`config.mk`:
```
export PLATFORM = sky130hd
export DESIGN_NAME = fpcmult_iter_shared
export DESIGN_NICKNAME = d
export VERILOG_FILES = /design/src/rtl/fpcmult_iter_shared.sv
export SDC_FILE = /design/constraint.sdc
export NUM_CORES = 2
export LEC_CHECK = 0
export BUFFER_PORTS_ARGS = -buffer_cell sky130_fd_sc_hd__buf_2
export CAP_MARGIN = 10
export CORE_ASPECT_RATIO = 1.75
export CORE_MARGIN = 8
export CORE_UTILIZATION = 57
export CTS_CLUSTER_SIZE = 40
export DETAILED_ROUTE_END_ITERATION = 8
export PLACE_DENSITY = 0.81
export SLEW_MARGIN = 10
export SYNTH_ARGS = -nofsm -noshare
export SYNTH_HDL_FRONTEND = slang
export SYNTH_SLANG_ARGS = --single-unit
```
`constraint.sdc`:
```
create_clock -name clk -period 6.4 [get_ports clk]
set_input_delay 0.96 -clock clk [delete_from_list [all_inputs] [get_ports clk]]
set_output_delay 0.96 -clock clk [all_outputs]
set_load 0.01 [all_outputs]
```
`src/rtl/fpcmult_iter_shared.sv`:
```
// Fixed-point complex multiplier: c = a*b or a*conj(b).
// One shared radix-2 shift-add signed multiplier runs three Gauss products
// (P0=ar*br, P1=ac*bce, P2=(ar+ac)*(br+bce)) back to back. A fourth phase
// combines them at full precision, scales, and optionally saturates.
module fpcmult_iter_shared #(
  parameter int n   = 32,
  parameter int d   = 16,
  parameter int sat = 0
) (
  input  logic         clk,
  input  logic         reset,
  input  logic         recv_val,
  output logic         recv_rdy,
  input  logic [n-1:0] ar,
  input  logic [n-1:0] ac,
  input  logic [n-1:0] br,
  input  logic [n-1:0] bc,
  input  logic         conj,
  output logic         send_val,
  input  logic         send_rdy,
  output logic [n-1:0] cr,
  output logic [n-1:0] cc,
  output logic         ovf
);

  localparam int W  = 2*n + 4;          // full product / combine width
  localparam int CW = $clog2(n + 2);    // multiplier bit counter width

  typedef enum logic [1:0] {IDLE, MUL, DONE} state_t;

  state_t         state_reg, state_next;
  logic [1:0]     phase_reg;            // 0..2 multiply phases, 3 = combine
  logic [CW-1:0]  bitcnt_reg;
  logic [n:0]     ar_reg, ac_reg, br_reg, bce_reg;
  logic [W-1:0]   mcand_reg;            // multiplicand, shifted left each step
  logic [n+1:0]   mplier_reg;           // multiplier, shifted right each step
  logic [W-1:0]   acc_reg;              // running product; holds P2 after phase 2
  logic [W-1:0]   p0_reg, p1_reg;
  logic [n-1:0]   cr_reg, cc_reg;
  logic           ovf_reg;

  logic           last_bit;
  logic [W-1:0]   addend, acc_step;
  logic [n+1:0]   sum_a, sum_b;
  logic [n:0]     bc_ext;
  logic [W-1:0]   full_w [2];
  logic [n-1:0]   res_w  [2];
  logic           oor_w  [2];

  assign last_bit = (bitcnt_reg == CW'(n + 1));
  assign addend   = mplier_reg[0] ? mcand_reg : '0;
  // The multiplier's top bit carries negative weight, so its step subtracts.
  assign acc_step = last_bit ? (acc_reg - addend) : (acc_reg + addend);
  // Pre-adds one bit wider than the registered operands: never overflow.
  assign sum_a    = {ar_reg[n], ar_reg} + {ac_reg[n], ac_reg};
  assign sum_b    = {br_reg[n], br_reg} + {bce_reg[n], bce_reg};
  assign bc_ext   = {bc[n-1], bc};

  // Real = P0 - P1, imaginary = P2 - P0 - P1, all at full precision.
  assign full_w[0] = p0_reg - p1_reg;
  assign full_w[1] = acc_reg - p0_reg - p1_reg;

  // Per component: floor-scale by d, range check, then wrap or clamp.
  generate
    for (genvar gi = 0; gi < 2; gi++) begin : g_scale
      logic signed [W-1:0] scaled;
      logic                in_range;
      assign scaled   = $signed(full_w[gi]) >>> d;
      assign in_range = (&scaled[W-1:n-1]) | ~(|scaled[W-1:n-1]);
      assign oor_w[gi] = ~in_range;
      assign res_w[gi] = ((sat != 0) && !in_range)
                         ? (scaled[W-1] ? {1'b1, {(n-1){1'b0}}} : {1'b0, {(n-1){1'b1}}})
                         : scaled[n-1:0];
    end
  endgenerate

  // State register.
  always_ff @(posedge clk) begin
    if (reset) state_reg <= IDLE;
    else       state_reg <= state_next;
  end

  // Next-state and handshake decode; handshake outputs depend on state only.
  always_comb begin
    state_next = state_reg;
    recv_rdy   = 1'b0;
    send_val   = 1'b0;
    case (state_reg)
      IDLE: begin
        recv_rdy = 1'b1;
        if (recv_val) state_next = MUL;
      end
      MUL: begin
        if (phase_reg == 2'd3) state_next = DONE;
      end
      DONE: begin
        send_val = 1'b1;
        if (send_rdy) state_next = IDLE;
      end
      default: state_next = IDLE;
    endcase
  end

  // Datapath: operand capture, bit-serial multiply phases, combine into outputs.
  always_ff @(posedge clk) begin
    if (reset) begin
      phase_reg  <= '0;
      bitcnt_reg <= '0;
      ar_reg     <= '0;
      ac_reg     <= '0;
      br_reg     <= '0;
      bce_reg    <= '0;
      mcand_reg  <= '0;
      mplier_reg <= '0;
      acc_reg    <= '0;
      p0_reg     <= '0;
      p1_reg     <= '0;
      cr_reg     <= '0;
      cc_reg     <= '0;
      ovf_reg    <= 1'b0;
    end else begin
      case (state_reg)
        IDLE: begin
          if (recv_val) begin
            ar_reg     <= {ar[n-1], ar};
            ac_reg     <= {ac[n-1], ac};
            br_reg     <= {br[n-1], br};
            bce_reg    <= conj ? -bc_ext : bc_ext;
            mcand_reg  <= {{(W-n){ar[n-1]}}, ar};
            mplier_reg <= {{2{br[n-1]}}, br};
            acc_reg    <= '0;
            phase_reg  <= 2'd0;
            bitcnt_reg <= '0;
          end
        end
        MUL: begin
          if (phase_reg != 2'd3) begin
            mcand_reg  <= {mcand_reg[W-2:0], 1'b0};
            mplier_reg <= {1'b0, mplier_reg[n+1:1]};
            bitcnt_reg <= bitcnt_reg + 1'b1;
            acc_reg    <= acc_step;
            if (last_bit) begin
              bitcnt_reg <= '0;
              phase_reg  <= phase_reg + 1'b1;
              case (phase_reg)
                2'd0: begin
                  p0_reg     <= acc_step;
                  acc_reg    <= '0;
                  mcand_reg  <= {{(W-n-1){ac_reg[n]}}, ac_reg};
                  mplier_reg <= {bce_reg[n], bce_reg};
                end
                2'd1: begin
                  p1_reg     <= acc_step;
                  acc_reg    <= '0;
                  mcand_reg  <= {{(W-n-2){sum_a[n+1]}}, sum_a};
                  mplier_reg <= sum_b;
                end
                default: ;  // phase 2: P2 stays in acc_reg
              endcase
            end
          end else begin
            cr_reg  <= res_w[0];
            cc_reg  <= res_w[1];
            ovf_reg <= oor_w[0] | oor_w[1];
          end
        end
        default: ;  // DONE: results held until the transfer
      endcase
    end
  end

  assign cr  = cr_reg;
  assign cc  = cc_reg;
  assign ovf = ovf_reg;

endmodule

```
# After elaboration in Yosys (flattened, before gate mapping)
# Cells that the tools add are included.
[totals]
reg_bits = 510
output_inout_bits = 67
wordCells = 91
[op_classes]
n_addsub = 10
eq_ne = 11
muxes = 32
n_bitwise = 8
n_reduce_logical = 15
[ops]
columns = ["cell", "count"]
rows = [
  ["$mux W68", 9],
  ["$pmux W68 S2", 3],
  ["$sub A68 B68 Y68", 4],
  ["$pmux W34 S2", 2],
  ["$mux W34", 3],
  ["$add A68 B68 Y68", 1],
  ["$reduce_and A21 Y1", 2],
  ["$reduce_or A21 Y1", 2],
  ["$add A32 B33 Y34", 1],
  ["$add A32 B32 Y33", 1],
  ["$mux W33", 1],
  ["$neg A33 Y33", 1],
  ["$mux W6", 3],
  ["$mux W2", 6],
  ["$ne A2 B2 Y1 const B", 6],
  ["$pmux W6 S2", 1],
  ["$reduce_and A4 Y1", 3],
  ["$add A6 B1 Y6 const B", 1],
  ["$eq A6 B6 Y1 const B", 1],
  ["$pmux W2 S3", 1],
  ["$reduce_and A3 Y1", 2],
  ["$not A1 Y1", 5],
  ["$eq A2 B1 Y1 const B", 2],
  ["$eq A2 B2 Y1 const B", 2],
  ["8 further kinds", 13],
]

# Depth between registers and ports, before layout
[logic_depth]
depth_word = 7
depth_mapped = 29
mapped_depth_nobuf = 25

# Worst setup path after synthesis
# No wires, ideal clock.
[synth_timing]
path_kind = "register to register"
startpoint = "reg mplier_reg[0]"
endpoint = "reg p0_reg[66]"
t_arrival_ns = 6.236
t_required_ns = 6.294
slack_ns = 0.058
stages_incl_launch_ff = 28
path_buffers = 6
period_less_slack_ns = 6.342
path_cell_list = "dfxtp_1 > buf_1 > buf_2 > clkbuf_1 > buf_1 > nand2_1 > ha_1 > o21ai_0 > a21oi_1 > nand3_1 > inv_1 > a41oi_1 > nand2b_1 > clkbuf_1 > o311ai_0 > ha_1 > clkbuf_1 > a31o_2 > a31oi_1 > or3b_2 > a21o_1 > a2111o_1 > a21o_1 > a31o_2 > a21oi_1 > a311oi_1 > or4_1 > o311ai_0"
[synth_via]
elab_chain_cells = 3
elab_cells_between_ends = 4
classes_between = "add/sub (2); mux (2)"
[synth_rtl]
columns = ["element", "line_no", "text"]
rows = [
  ["from (decl)", "36", "logic [n+1:0] mplier_reg;"],
  ["from (signal assigned)", "130", "mplier_reg <= {{2{br[n-1]}}, br};"],
  ["from (signal assigned)", "139", "mplier_reg <= {1'b0, mplier_reg[n+1:1]};"],
  ["from (signal assigned)", "150", "mplier_reg <= {bce_reg[n], bce_reg};"],
  ["$mux W68 *", "51", "assign addend = mplier_reg[0] ? mcand_reg : '0;"],
  ["$add A68 B68 Y68 or $sub A68 B68 Y68 (tied branches)", "53", "assign acc_step = last_bit ? (acc_reg - addend) : (acc_reg + addend);"],
  ["$mux W68 *", "53", ""],
  ["to (signal assigned)", "147", "p0_reg <= acc_step;"],
  ["to (decl)", "38", "logic [W-1:0] p0_reg, p1_reg;"],
]
# Mark *: on every way between the ends. The rest lies on a longest branch, timed or not.
# A chain may end at the register's enable or synchronous reset.

# Final worst setup path
[layout_timing]
startpoint = "reg mcand_reg[10]"
endpoint = "reg p1_reg[66]"
[layout_via]
elab_chain_cells = 3
elab_cells_between_ends = 4
classes_between = "add/sub (2); mux (2)"
[layout_rtl]
columns = ["element", "line_no", "text"]
rows = [
  ["from (decl)", "35", "logic [W-1:0] mcand_reg;"],
  ["from (signal assigned)", "129", "mcand_reg <= {{(W-n){ar[n-1]}}, ar};"],
  ["from (signal assigned)", "138", "mcand_reg <= {mcand_reg[W-2:0], 1'b0};"],
  ["from (signal assigned)", "149", "mcand_reg <= {{(W-n-1){ac_reg[n]}}, ac_reg};"],
  ["$mux W68 *", "51", ""],
  ["$add A68 B68 Y68 or $sub A68 B68 Y68 (tied branches)", "53", ""],
  ["$mux W68 *", "53", ""],
  ["to (signal assigned)", "153", "p1_reg <= acc_step;"],
  ["to (decl)", "38", ""],
]
# Marks and branches as above.

==> summary.txt <==
post-synthesis net count - 5,666
Synth Area in Adders - 0.146
Hold Crit Class - reg2reg
largest family of logic cells by synthesized area - compound AO/OA/AOI/OAI gates
die area - 0.0762 mm^2
worst endpoint data arrival time - 6.71 ns
layout cells sized above 1 - 0.0800
fraction of registers with async set/reset - 0
Syn Inst Count - 5,126
Max VDD drop - 257 uV
Post-synth EDFFs - 0
FP Rows - 126
CORE AREA - 0.0670 mm^2
Cell Chain, Critical Path - or4_4 > or3_4 > or3_4 > or3_4 > or4_4 > o41ai_4 > buf_4 > nor2_1 > xor2_1 > ha_1 > nand4_1 > or3b_4 > a21o_1 > a2111o_1 > a21o_1 > a31o_2 > a21oi_1 > buf_4 > a311oi_4 > or4_4 > o311ai_2
max_slew headroom - 0.229
ys flop type - dfxtp_1
Final period util - 0.969
wirelength, routed - 116,000 um
Fin Setup TNS - 0 ns
CP delay by family, top - simple AND/OR/NAND/NOR gates
worst-skew pair later-pin latency - 0.62 ns
critical path required time - 6.91 ns
syn_area_per_cell - 7.48 um^2
DRC violations left - 0
leak pwr - 17.0 nW
startpoint class of the critical path - flip-flop
XOR/XNOR Fraction of Synth Area - 0.0655
CP Buf/Inv Count - 2
DR vias - 37,077
placed cells - 6,013
Synth warnings - 0
status - finished clean
crit-path max FO - 5
Max-cap violations - 0
overall die width - 212 um
Seq cells post-synth - 510
DRT iter0 DRCs - 2,470
Root Driver - clkbuf_16
non-filler cells, final - 6,097
Distinct cells, synth - 89
post-synthesis simple-gate area fraction - 0.213
vias in the first global route - 36,540
Period minus WS final - 6.20 ns
Fmax achieved - 161 MHz
nets@finish - 5,710
CTS clk-pin slew, worst paths - 0.06 ns
Final setup viols - 0
die height - 359 um
H-tree depth - 2
Detail Placement HPWL - 87,900 um
total global-route track usage - 0.293
largest net degree at the start of global routing - 210
Layout Area Growth over Synthesis - 8.64%
grt total ovfl - 0
Final Hold Violating Endpoints - 0
RSZ-0062 raised after global routing - false
initial antenna violation count - 4
first-pass GRT wire length - 186,000 um
Post-CTS Hold Buffers - 0
DR WL/cell - 18.9 um
TritonCTS Buffers - 48
Worst setup EP type - flip-flop
Initial Util - 0.572
DR pass1 iterations - 6
slowest CP cell - or4_4
mapped cell area - 0.0384 mm^2
num ports - 200
slowest stage delay, CP - 0.56 ns
Layout fillers - 6,154
Worst-Margin Slew - 1.16 ns
Pins Over Slew Limit - 0
CTS tree - yes
Compound-Gate Fraction of Synth Area - 0.252
Cell Pwr Density - 301 mW/mm^2
Placer Congestion - 0.999
CTS max path bufs - 3
Clock Skews - 0.0293 ns
Post-DRT Antenna Nets - 0
mux cell area share after synthesis - 0.00241
IO Port Bufs - 199
Num Clock Sinks - 510
register area share after synthesis - 0.266
Vias/cell - 6.08
WS Path Type - reg2reg
## layout by cell type (no fill, tap or decap), types with 29 or more instances in the layout
master,instances
xor2_1,90
nor4_1,46
inv_1,262
nand4_1,49
o21a_1,29
dfxtp_1,509
nand3_1,74
nor2b_1,35
a21oi_1,597
or3_1,34
a22oi_1,64
nor3_1,122
buf_4,71
a31oi_1,41
nor2_1,481
buf_2,198
o31ai_1,42
a221oi_1,53
o21bai_1,58
o21ai_0,193
a211oi_1,115
fa_1,69
nand2b_1,48
a21o_1,119
xnor2_1,196
nand2_1,824
ha_1,336
clkbuf_16,48
## through the flow
step	util	setup slack (ns)	hold WS [ns]	power [mW]	cell area, um^2
final	0.622	0.198	0.445	12.6	41700
after CTS	0.620	0.00267	0.448	12.5	41600
after floorplan	-	0.0582	0.432	8.07	38400
after detailed placement	0.598	-0.00409	0.441	9.65	40100
after global routing	0.622	0.00567	0.466	13.3	41700
after global placement	0.598	0.0858	0.435	9.59	40100
## report_power, final
group	leakage [nW]	switching, mW	total [mW]	internal (mW)
Sequential	4.16	0.275	3.66	3.39
Clock	0.721	1.29	2.83	1.53
Combinational	12.2	3.68	6.07	2.39
Total	17.0	5.25	12.6	7.31
## worst reg2reg max path: cells and delay by family, from the launching register on
family / cells / cell delay, ns
AO/OA/AOI/OAI: 8 / 1.70
XOR/XNOR: 1 / 0.18
adder cells (fa/ha/maj): 1 / 0.29
buffers and inverters: 2 / 0.33
flip-flops: 1 / 0.31
AND/OR/NAND/NOR: 9 / 3.27
## cell type report
cell class	count	area, um^2	share of cell area
tap	896	1120	0.0269
inverter	264	991	0.0238
clock buffer	60	1280	0.0306
timing repair buffer	273	1600	0.0384
multi-input combinational	4073	26300	0.630
clock inverter	19	200	0.00480
sequential	510	10200	0.245
antenna	2	5.00	0.000120
## kinds of logic after synthesis
logic type,Yosys count
buffers and inverters,543
xor gates and xnor gates,287
muxes,9
AOI/OAI and AO/OA,1519
and+or+nand+nor,1851
adders and majority gates,407
DFF,510
## metal layers
metal	part of all wire	GRT usage	vias up	wire, um
met5	0	0	-	0
met4	0.061	0.161	0	6990
met3	0.053	0.0352	348	6150
met2	0.49	0.527	1275	56800
met1	0.39	0.331	17351	45500
li1	-	-	18103	-
## worst paths after layout
path	start	slack, ns	to	cells past startpoint
hold / removal	cr[20]	0.45	cr[20]	2
hold reg to reg	cr[20]	0.45	cr[20]	2
setup reg to reg	mcand_reg[10]	0.20	p1_reg[66]	21
setup / recovery	mcand_reg[10]	0.20	p1_reg[66]	21
## cells in the mapped netlist (115+ instances only)
master    instances  share of area
nand2_1         826          0.081
a21oi_1         601          0.078
a21o_1          120          0.023
clkbuf_1        252          0.025
ha_1            338           0.11
nor2_1          482          0.047
a211oi_1        115          0.023
o21ai_0         194          0.025
inv_1           262          0.026
nor3_1          124          0.016
xnor2_1         197          0.045
dfxtp_1         510           0.27
## repair_timing
item                       CTS  global route
pin swaps                    0            14
buffers inserted             1             2
setup endpoints to repair    1            24
resized for setup            1            17
No activity file was read; power rests on OpenSTA's default activity.
